==> config.mk <==
export PLATFORM = sky130hd
export DESIGN_NAME = pairing_sched
export DESIGN_NICKNAME = d
export VERILOG_FILES = /design/src/rtl/pairing_sched_pkg.sv /design/src/rtl/sched_walk.sv /design/src/rtl/pairing_sched.sv
export SDC_FILE = /design/constraint.sdc
export NUM_CORES = 1
export LEC_CHECK = 0
export ABC_AREA = 1
export BUFFER_PORTS_ARGS = -buffer_cell sky130_fd_sc_hd__buf_2
export CORE_MARGIN = 4
export CORE_UTILIZATION = 45
export CTS_CLUSTER_SIZE = 30
export DETAILED_ROUTE_END_ITERATION = 10
export GPL_TIMING_DRIVEN = 0
export PLACE_DENSITY = 0.74
export SYNTH_ARGS = -nofsm -noshare
export SYNTH_HDL_FRONTEND = slang
export SYNTH_SLANG_ARGS = --single-unit
==> constraint.sdc <==
create_clock -name clk -period 3.5 [get_ports clk]
set_input_delay 0.7 -clock clk [delete_from_list [all_inputs] [get_ports clk]]
set_output_delay 0.7 -clock clk [all_outputs]
set_load 0.005 [all_outputs]
==> src/rtl/pairing_sched_pkg.sv <==
// rtl/pairing_sched_pkg.sv - shared state type, widths and default timing constants
//
// Purpose : common definitions for pairing_sched and sched_walk.
//           Global width defines (FUNCIDW, RFSZLOG2, WORDSZ, CORELOG2,
//           CORE_NUM) get defaults here only when the surrounding build has
//           not already defined them.
// Ports   : none (package).

`ifndef FUNCIDW
`define FUNCIDW 8
`endif
`ifndef RFSZLOG2
`define RFSZLOG2 8
`endif
`ifndef WORDSZ
`define WORDSZ 32
`endif
`ifndef CORELOG2
`define CORELOG2 1
`endif
`ifndef CORE_NUM
`define CORE_NUM 2
`endif

package pairing_sched_pkg;

   localparam int FUNCIDW  = `FUNCIDW;
   localparam int RFSZLOG2 = `RFSZLOG2;
   localparam int WORDSZ   = `WORDSZ;
   localparam int CORELOG2 = `CORELOG2;
   localparam int CORE_NUM = `CORE_NUM;

   localparam int RD_LAT_DEF      = 1;
   localparam int START_GUARD_DEF = 3;
   localparam int TIMEOUT_DEF     = 65535;

   typedef enum logic [2:0] {
      ST_IDLE,
      ST_LOAD,
      ST_START,
      ST_WAIT,
      ST_RDREQ,
      ST_RDWAIT,
      ST_OUT,
      ST_DONE
   } state_t;

endpackage

==> src/rtl/sched_walk.sv <==
// rtl/sched_walk.sv - core-major core/index walker with wrapped register-file address
//
// Purpose : walks idx 0..cnt-1 for each core 0..CORE_NUM-1 (idx fastest) and
//           presents addr = (base + idx) mod 2^RFSZLOG2. Shared by the load
//           and store phases; the owner switches base/cnt between phases.
// Ports   : clk, rst_n      - clock, asynchronous active-low reset
//           clr            - return to core 0 / idx 0
//           adv            - step to the next (core, idx) position
//           base, cnt      - window of the current phase
//           core, addr     - current position
//           last           - current position is the final one of the window

module sched_walk
   import pairing_sched_pkg::*;
(
   input  logic                clk,
   input  logic                rst_n,
   input  logic                clr,
   input  logic                adv,
   input  logic [RFSZLOG2-1:0] base,
   input  logic [RFSZLOG2-1:0] cnt,
   output logic [CORELOG2-1:0] core,
   output logic [RFSZLOG2-1:0] addr,
   output logic                last
);

   localparam logic [CORELOG2-1:0] LAST_CORE = CORELOG2'(CORE_NUM - 1);

   logic [RFSZLOG2-1:0] idx;
   logic                idx_end;

   assign idx_end = (idx == cnt - RFSZLOG2'(1));
   assign last    = idx_end && (core == LAST_CORE);
   // Natural truncation of the sum is the register-file wrap.
   assign addr    = base + idx;

   always_ff @(posedge clk or negedge rst_n) begin
      if (!rst_n) begin
         idx  <= '0;
         core <= '0;
      end else if (clr) begin
         idx  <= '0;
         core <= '0;
      end else if (adv) begin
         if (idx_end) begin
            idx  <= '0;
            core <= core + CORELOG2'(1);
         end else begin
            idx  <= idx + RFSZLOG2'(1);
         end
      end
   end

endmodule

==> src/rtl/pairing_sched.sv <==
// rtl/pairing_sched.sv - job scheduler that loads operands, starts the pairing core and streams results
//
// Purpose : accepts a job, writes CORE_NUM*ld_cnt operand beats into the
//           per-core register files, pulses m_start, waits for m_busy to
//           drop, then reads back CORE_NUM*st_cnt results onto the output
//           stream. Build macro PAIRING_SCHED_TIMEOUT_EN adds a WAIT
//           watchdog that raises err and ends the job.
// Ports   : clk, rst_n                       - clock, asynchronous active-low reset
//           job_valid/job_ready, job_*       - job handshake and fields
//           in_valid/in_ready/in_data        - operand stream
//           out_valid/out_ready/out_data     - result stream
//           m_funcid, m_start, m_wen, m_chip_sel, m_waddr, m_wdata,
//           m_ren, m_raddr                   - requests to the pairing top
//           m_rdata, m_busy                  - responses from the pairing top
//           done                             - one-cycle end-of-job pulse
//           err                              - watchdog fired, held until next job

module pairing_sched
   import pairing_sched_pkg::*;
#(
   parameter int RD_LAT      = RD_LAT_DEF,
   parameter int START_GUARD = START_GUARD_DEF,
   parameter int TIMEOUT     = TIMEOUT_DEF
) (
   input  logic                  clk,
   input  logic                  rst_n,
   input  logic                  job_valid,
   output logic                  job_ready,
   input  logic [`FUNCIDW-1:0]   job_funcid,
   input  logic [`RFSZLOG2-1:0]  job_ld_base,
   input  logic [`RFSZLOG2-1:0]  job_ld_cnt,
   input  logic [`RFSZLOG2-1:0]  job_st_base,
   input  logic [`RFSZLOG2-1:0]  job_st_cnt,
   input  logic                  in_valid,
   output logic                  in_ready,
   input  logic [`WORDSZ-1:0]    in_data,
   output logic                  out_valid,
   input  logic                  out_ready,
   output logic [`WORDSZ-1:0]    out_data,
   output logic [`FUNCIDW-1:0]   m_funcid,
   output logic                  m_start,
   output logic                  m_wen,
   output logic [`CORELOG2-1:0]  m_chip_sel,
   output logic [`RFSZLOG2-1:0]  m_waddr,
   output logic [`WORDSZ-1:0]    m_wdata,
   output logic                  m_ren,
   output logic [`RFSZLOG2-1:0]  m_raddr,
   input  logic [`WORDSZ-1:0]    m_rdata,
   input  logic                  m_busy,
   output logic                  done,
   output logic                  err
);

   state_t state, state_nx;

   logic [`FUNCIDW-1:0]  funcid_q;
   logic [`RFSZLOG2-1:0] ld_base_q, ld_cnt_q, st_base_q, st_cnt_q;
   logic [`WORDSZ-1:0]   out_data_q;
   logic [15:0]          guard_cnt;
   logic [15:0]          lat_cnt;
   logic                 guard_done;
   logic                 lat_done;
   logic                 timeout_hit;
   logic                 timeout_take;

   logic                 walk_clr, walk_adv, walk_last;
   logic [`CORELOG2-1:0] walk_core;
   logic [`RFSZLOG2-1:0] walk_addr, walk_base, walk_cnt;

   // The walker serves the load window while loading and the store window otherwise.
   assign walk_base = (state == ST_LOAD) ? ld_base_q : st_base_q;
   assign walk_cnt  = (state == ST_LOAD) ? ld_cnt_q  : st_cnt_q;

   sched_walk u_walk (
      .clk   (clk),
      .rst_n (rst_n),
      .clr   (walk_clr),
      .adv   (walk_adv),
      .base  (walk_base),
      .cnt   (walk_cnt),
      .core  (walk_core),
      .addr  (walk_addr),
      .last  (walk_last)
   );

   assign guard_done = (guard_cnt >= 16'(START_GUARD));
   assign lat_done   = (lat_cnt == 16'(RD_LAT - 1));

   always_ff @(posedge clk or negedge rst_n) begin
      if (!rst_n) begin
         state <= ST_IDLE;
      end else begin
         state <= state_nx;
      end
   end

   always_comb begin
      state_nx     = state;
      job_ready    = 1'b0;
      in_ready     = 1'b0;
      m_start      = 1'b0;
      m_wen        = 1'b0;
      m_ren        = 1'b0;
      out_valid    = 1'b0;
      done         = 1'b0;
      walk_clr     = 1'b0;
      walk_adv     = 1'b0;
      timeout_take = 1'b0;
      m_waddr      = '0;
      m_raddr      = '0;
      m_wdata      = '0;
      case (state)
         ST_IDLE: begin
            job_ready = 1'b1;
            if (job_valid) begin
               walk_clr = 1'b1;
               state_nx = (job_ld_cnt == '0) ? ST_START : ST_LOAD;
            end
         end
         ST_LOAD: begin
            in_ready = 1'b1;
            m_waddr  = walk_addr;
            if (in_valid) begin
               m_wen    = 1'b1;
               m_wdata  = in_data;
               walk_adv = 1'b1;
               if (walk_last) state_nx = ST_START;
            end
         end
         ST_START: begin
            m_start  = 1'b1;
            walk_clr = 1'b1;   // rewind for the store window
            state_nx = ST_WAIT;
         end
         ST_WAIT: begin
            // A genuine completion wins over a watchdog expiry in the same cycle.
            if (guard_done && !m_busy) begin
               state_nx = (st_cnt_q == '0) ? ST_DONE : ST_RDREQ;
            end else if (timeout_hit) begin
               timeout_take = 1'b1;
               state_nx     = ST_DONE;
            end
         end
         ST_RDREQ: begin
            m_ren    = 1'b1;
            m_raddr  = walk_addr;
            state_nx = ST_RDWAIT;
         end
         ST_RDWAIT: begin
            m_raddr = walk_addr;
            if (lat_done) state_nx = ST_OUT;
         end
         ST_OUT: begin
            out_valid = 1'b1;
            if (out_ready) begin
               walk_adv = 1'b1;
               state_nx = walk_last ? ST_DONE : ST_RDREQ;
            end
         end
         ST_DONE: begin
            done     = 1'b1;
            state_nx = ST_IDLE;
         end
         default: state_nx = ST_IDLE;
      endcase
   end

   // The core index stays registered through RDWAIT, so the top's rdata mux
   // keeps selecting the core that was addressed.
   assign m_chip_sel = walk_core;
   assign m_funcid   = funcid_q;
   assign out_data   = out_data_q;

   always_ff @(posedge clk or negedge rst_n) begin
      if (!rst_n) begin
         funcid_q  <= '0;
         ld_base_q <= '0;
         ld_cnt_q  <= '0;
         st_base_q <= '0;
         st_cnt_q  <= '0;
      end else if (state == ST_IDLE && job_valid) begin
         funcid_q  <= job_funcid;
         ld_base_q <= job_ld_base;
         ld_cnt_q  <= job_ld_cnt;
         st_base_q <= job_st_base;
         st_cnt_q  <= job_st_cnt;
      end
   end

   always_ff @(posedge clk or negedge rst_n) begin
      if (!rst_n) begin
         guard_cnt <= '0;
      end else if (state != ST_WAIT) begin
         guard_cnt <= '0;
      end else if (!guard_done) begin
         guard_cnt <= guard_cnt + 16'd1;
      end
   end

   always_ff @(posedge clk or negedge rst_n) begin
      if (!rst_n) begin
         lat_cnt    <= '0;
         out_data_q <= '0;
      end else if (state == ST_RDWAIT) begin
         lat_cnt <= lat_cnt + 16'd1;
         if (lat_done) out_data_q <= m_rdata;
      end else begin
         lat_cnt <= '0;
      end
   end

`ifdef PAIRING_SCHED_TIMEOUT_EN
   logic [31:0] to_cnt;
   logic        err_q;

   assign timeout_hit = (to_cnt == 32'(TIMEOUT - 1));
   assign err         = err_q;

   always_ff @(posedge clk or negedge rst_n) begin
      if (!rst_n) begin
         to_cnt <= '0;
      end else if (state != ST_WAIT) begin
         to_cnt <= '0;
      end else begin
         to_cnt <= to_cnt + 32'd1;
      end
   end

   always_ff @(posedge clk or negedge rst_n) begin
      if (!rst_n) begin
         err_q <= 1'b0;
      end else if (state == ST_IDLE && job_valid) begin
         err_q <= 1'b0;
      end else if (timeout_take) begin
         err_q <= 1'b1;
      end
   end
`else
   logic unused_timeout;

   assign timeout_hit    = 1'b0;
   assign err            = 1'b0;
   assign unused_timeout = (TIMEOUT == 0) | timeout_take;
`endif

endmodule

==> results.cfg <==
[detailed_routing]
drtPass1Iterations = 5
avgRoutedWirePerCell_um = 15.2
num_vias = 5775
drc = 0
wl_um = 17900
drt-initial-drc-count = 385
viasPerCell = 4.92
ant_nets = 0

[setup_path]
crit_required_ns = 2.80
cp-start-kind = flip-flop
crit_family = compound AO/OA/AOI/OAI gates
crit_type = reg2out
path_buf_inv = 2
cp_slowest_cell = dfrtp_2
cpMostUsedCell = a21oi_2
crit_arrival_ns = 2.82
crit_fanout = 6
path_cells = nor2_4 > nand2_8 > clkbuf_16 > nand2_4 > nand2_4 > ha_4 > a21oi_2 > nand2_1 > a21oi_2 > o21ai_2 > a21o_1 > a21oi_2 > xor2_1 > nor2_1 > buf_2
slowest_delay_ns = 0.44
cp-end-kind = output pin

[floorplanning]
die_area_um2 = 15900
die_y_um = 126
start_util_pct = 46.7
die_x_um = 126
rows = 42
core_um2 = 13500
io_pins = 207

[run]
maxCapViolations = 0

[timing]
fin_crit_sh_pct = 100
setup_slack_ns = -0.0156
clock_skew_ns = 0.00690
max_freq_ghz = 0.284
layout_min_cycle_time_ns = 3.52
relSlewSlack_pct = 63.1
tightest_slew_ns = 0.553
whs_ns = 0.121
rsz0062_at_grt = true
setup_violations = 4
hold_viol = 0
finalMaxSlewViolations = 0

[synth]
ys_types = 46
synth_warnings = 0
synth_cells = 740
ys_top_cells_by_area = dfrtp_1 (46%), mux2_2 (9.5%), nand2_1 (9.5%)
synth-main-ff-cell = dfrtp_1
syn_area_per_cell_um2 = 8.49
synth_most_common_cell = nand2_1
synth_edf_count = 0
synth_adder_area_share_pct = 2.71
synth_top_family_by_area = simple AND/OR/NAND/NOR gates
synth.area.mux_share_pct = 10.0
syn-num-nets = 863
synth-seq-area-share_pct = 46.2
async_flop_share_pct = 100
synth_top_area_share_pct = 46.2
synth-compound-area-share_pct = 5.34
yosysTopAreaCell = dfrtp_1
synth_common_cells = nand2_1 (159), dfrtp_1 (116), nor2_1 (107)
syn_area_um2 = 6280
synth-xor-area-share_pct = 1.39
yosys_register_bits = 116
yosys.area_share.simple_pct = 26.6

[placed_design]
dpl_cell_area_um2 = 7550
gp_congestion = 0.869
dpl.hpwl_um = 13000
io_buffers = 204
place_worst_setup_slack_ns = -0.155
dp.cells = 1121

[grt]
grt_pass1_vias = 5966
grtUsageTotal_pct = 22.5
antenna_found_initial = 0
grt_pass1_wl_um = 29300
grt_start_max_net_pins = 98
grt_overflow = 0

[cts]
ctsHoldBuffers = 0
cts_made_buffers = 17
cts_buffer_depth = 2
cts_tree = done
htree_levels = 4
clk_latency_ns = 0.41
clk_pin_slew_ns = 0.06
clock_sinks = 116
root_buffer = clkbuf_16

[final_layout]
multi_input_area_um2 = 3000
final_area_um2 = 8530
area_growth_pct = 35.8
fin_nets = 1108
seq_area_um2 = 2910
final_cells = 1174
drive_gt1_share_pct = 37.9
nFillCells = 1187
antenna-diode-count = 0

[status]
status = finished, violations left
violations = negative setup slack

[min_path]
min_path_type = in2async

[pwr]
ir_drop_uv = 520
power_density_nw_per_um2 = 893
power_leakage_uw = 0.00442
==> logic make-up after synthesis <==
group | Yosys count
AOI/OAI and AO/OA | 61
xor gates and xnor gates | 10
adders and majority gates | 13
buffers and inverters | 112
DFF | 116
muxes | 56
other | 1
and+or+nand+nor | 371
==> stage by stage <==
stage          total power, uW  TNS (ns)  util, %
6_report                  7610   -0.0371     63.4
3_5_place_dp              5150    -0.498     56.2
3_3_place_gp              5060    -0.471     55.9
2_1_floorplan             4140         0        -
5_1_grt                   8140    -0.689     63.4
4_1_cts                   7500   -0.0210     63.0
==> area by class of cell <==
class | instances | area share [%]
Buffer | 25 | 2.00
Clock buffer | 20 | 5.36
Clock inverter | 12 | 2.64
Inverter | 85 | 3.74
Multi-Input combinational cell | 512 | 35.2
Sequential cell | 116 | 34.1
Tap cell | 176 | 2.58
Timing Repair Buffer | 228 | 14.4
==> state kept, by name (all words and copies together), names as in the netlist, 3 cells and up <==
| register | count |
|---|---|
| ld_cnt_q | 8 |
| u_walk.idx | 8 |
| guard_cnt | 16 |
| ld_base_q | 8 |
| st_cnt_q | 8 |
| lat_cnt | 16 |
| out_data | 32 |
| state | 3 |
| st_base_q | 8 |
| m_funcid | 8 |
==> power breakdown <==
group          switching, uW  internal [uW]
registers                294           1800
clock network            634           1380
logic                   1930           1570
total                   2860           4750
==> repair_timing <==
item                       4_1_cts  5_1_grt
setup endpoints to repair       12       10
resized for setup               25       11
buffers inserted                20        3
pin swaps                       15       11
==> per-layer routing <==
metal  wire length [um]  GRT usage (%)  share of wire, %
met1               7530           28.2                42
met5                  0              0                 0
met3               1300           6.35               7.2
met4                355           7.57               2.0
met2               8700           37.4                49
==> path summary, 6_finish.rpt <==
path / startpoint / end / slack, ns / depth (start not counted)
setup / recovery: state[1] / m_waddr[7] / -0.02 / 15
hold / removal: rst_n / out_data[1] / 0.12 / 1
setup reg to reg: state[1] / u_walk.idx[7] / 0.82 / 17
hold reg to reg: out_data[8] / out_data[8] / 0.49 / 1
max in group asynchronous: rst_n / state[2] / 2.61 / 2
min in group clk: out_data[8] / out_data[8] / 0.49 / 1
==> placed cells by master, fill, tap and decap left out, types with 6 or more instances in the layout <==
master	Yosys	routed
nor2_2	6	6
clkbuf_16	0	18
nand2_1	159	154
nand3_1	34	34
nand2_4	3	6
buf_2	2	205
inv_1	82	82
nor4_1	6	6
ha_1	12	9
bufinv_16	0	6
buf_4	6	27
nor3_1	12	12
mux2_2	53	53
nand2_2	13	14
a21oi_1	26	22
dfrtp_1	116	114
o21ai_0	22	19
nand4_1	11	11
clkbuf_1	13	13
nor2_1	107	106
xor2_1	7	7
Note: power is estimated with default switching activity, not from simulation.
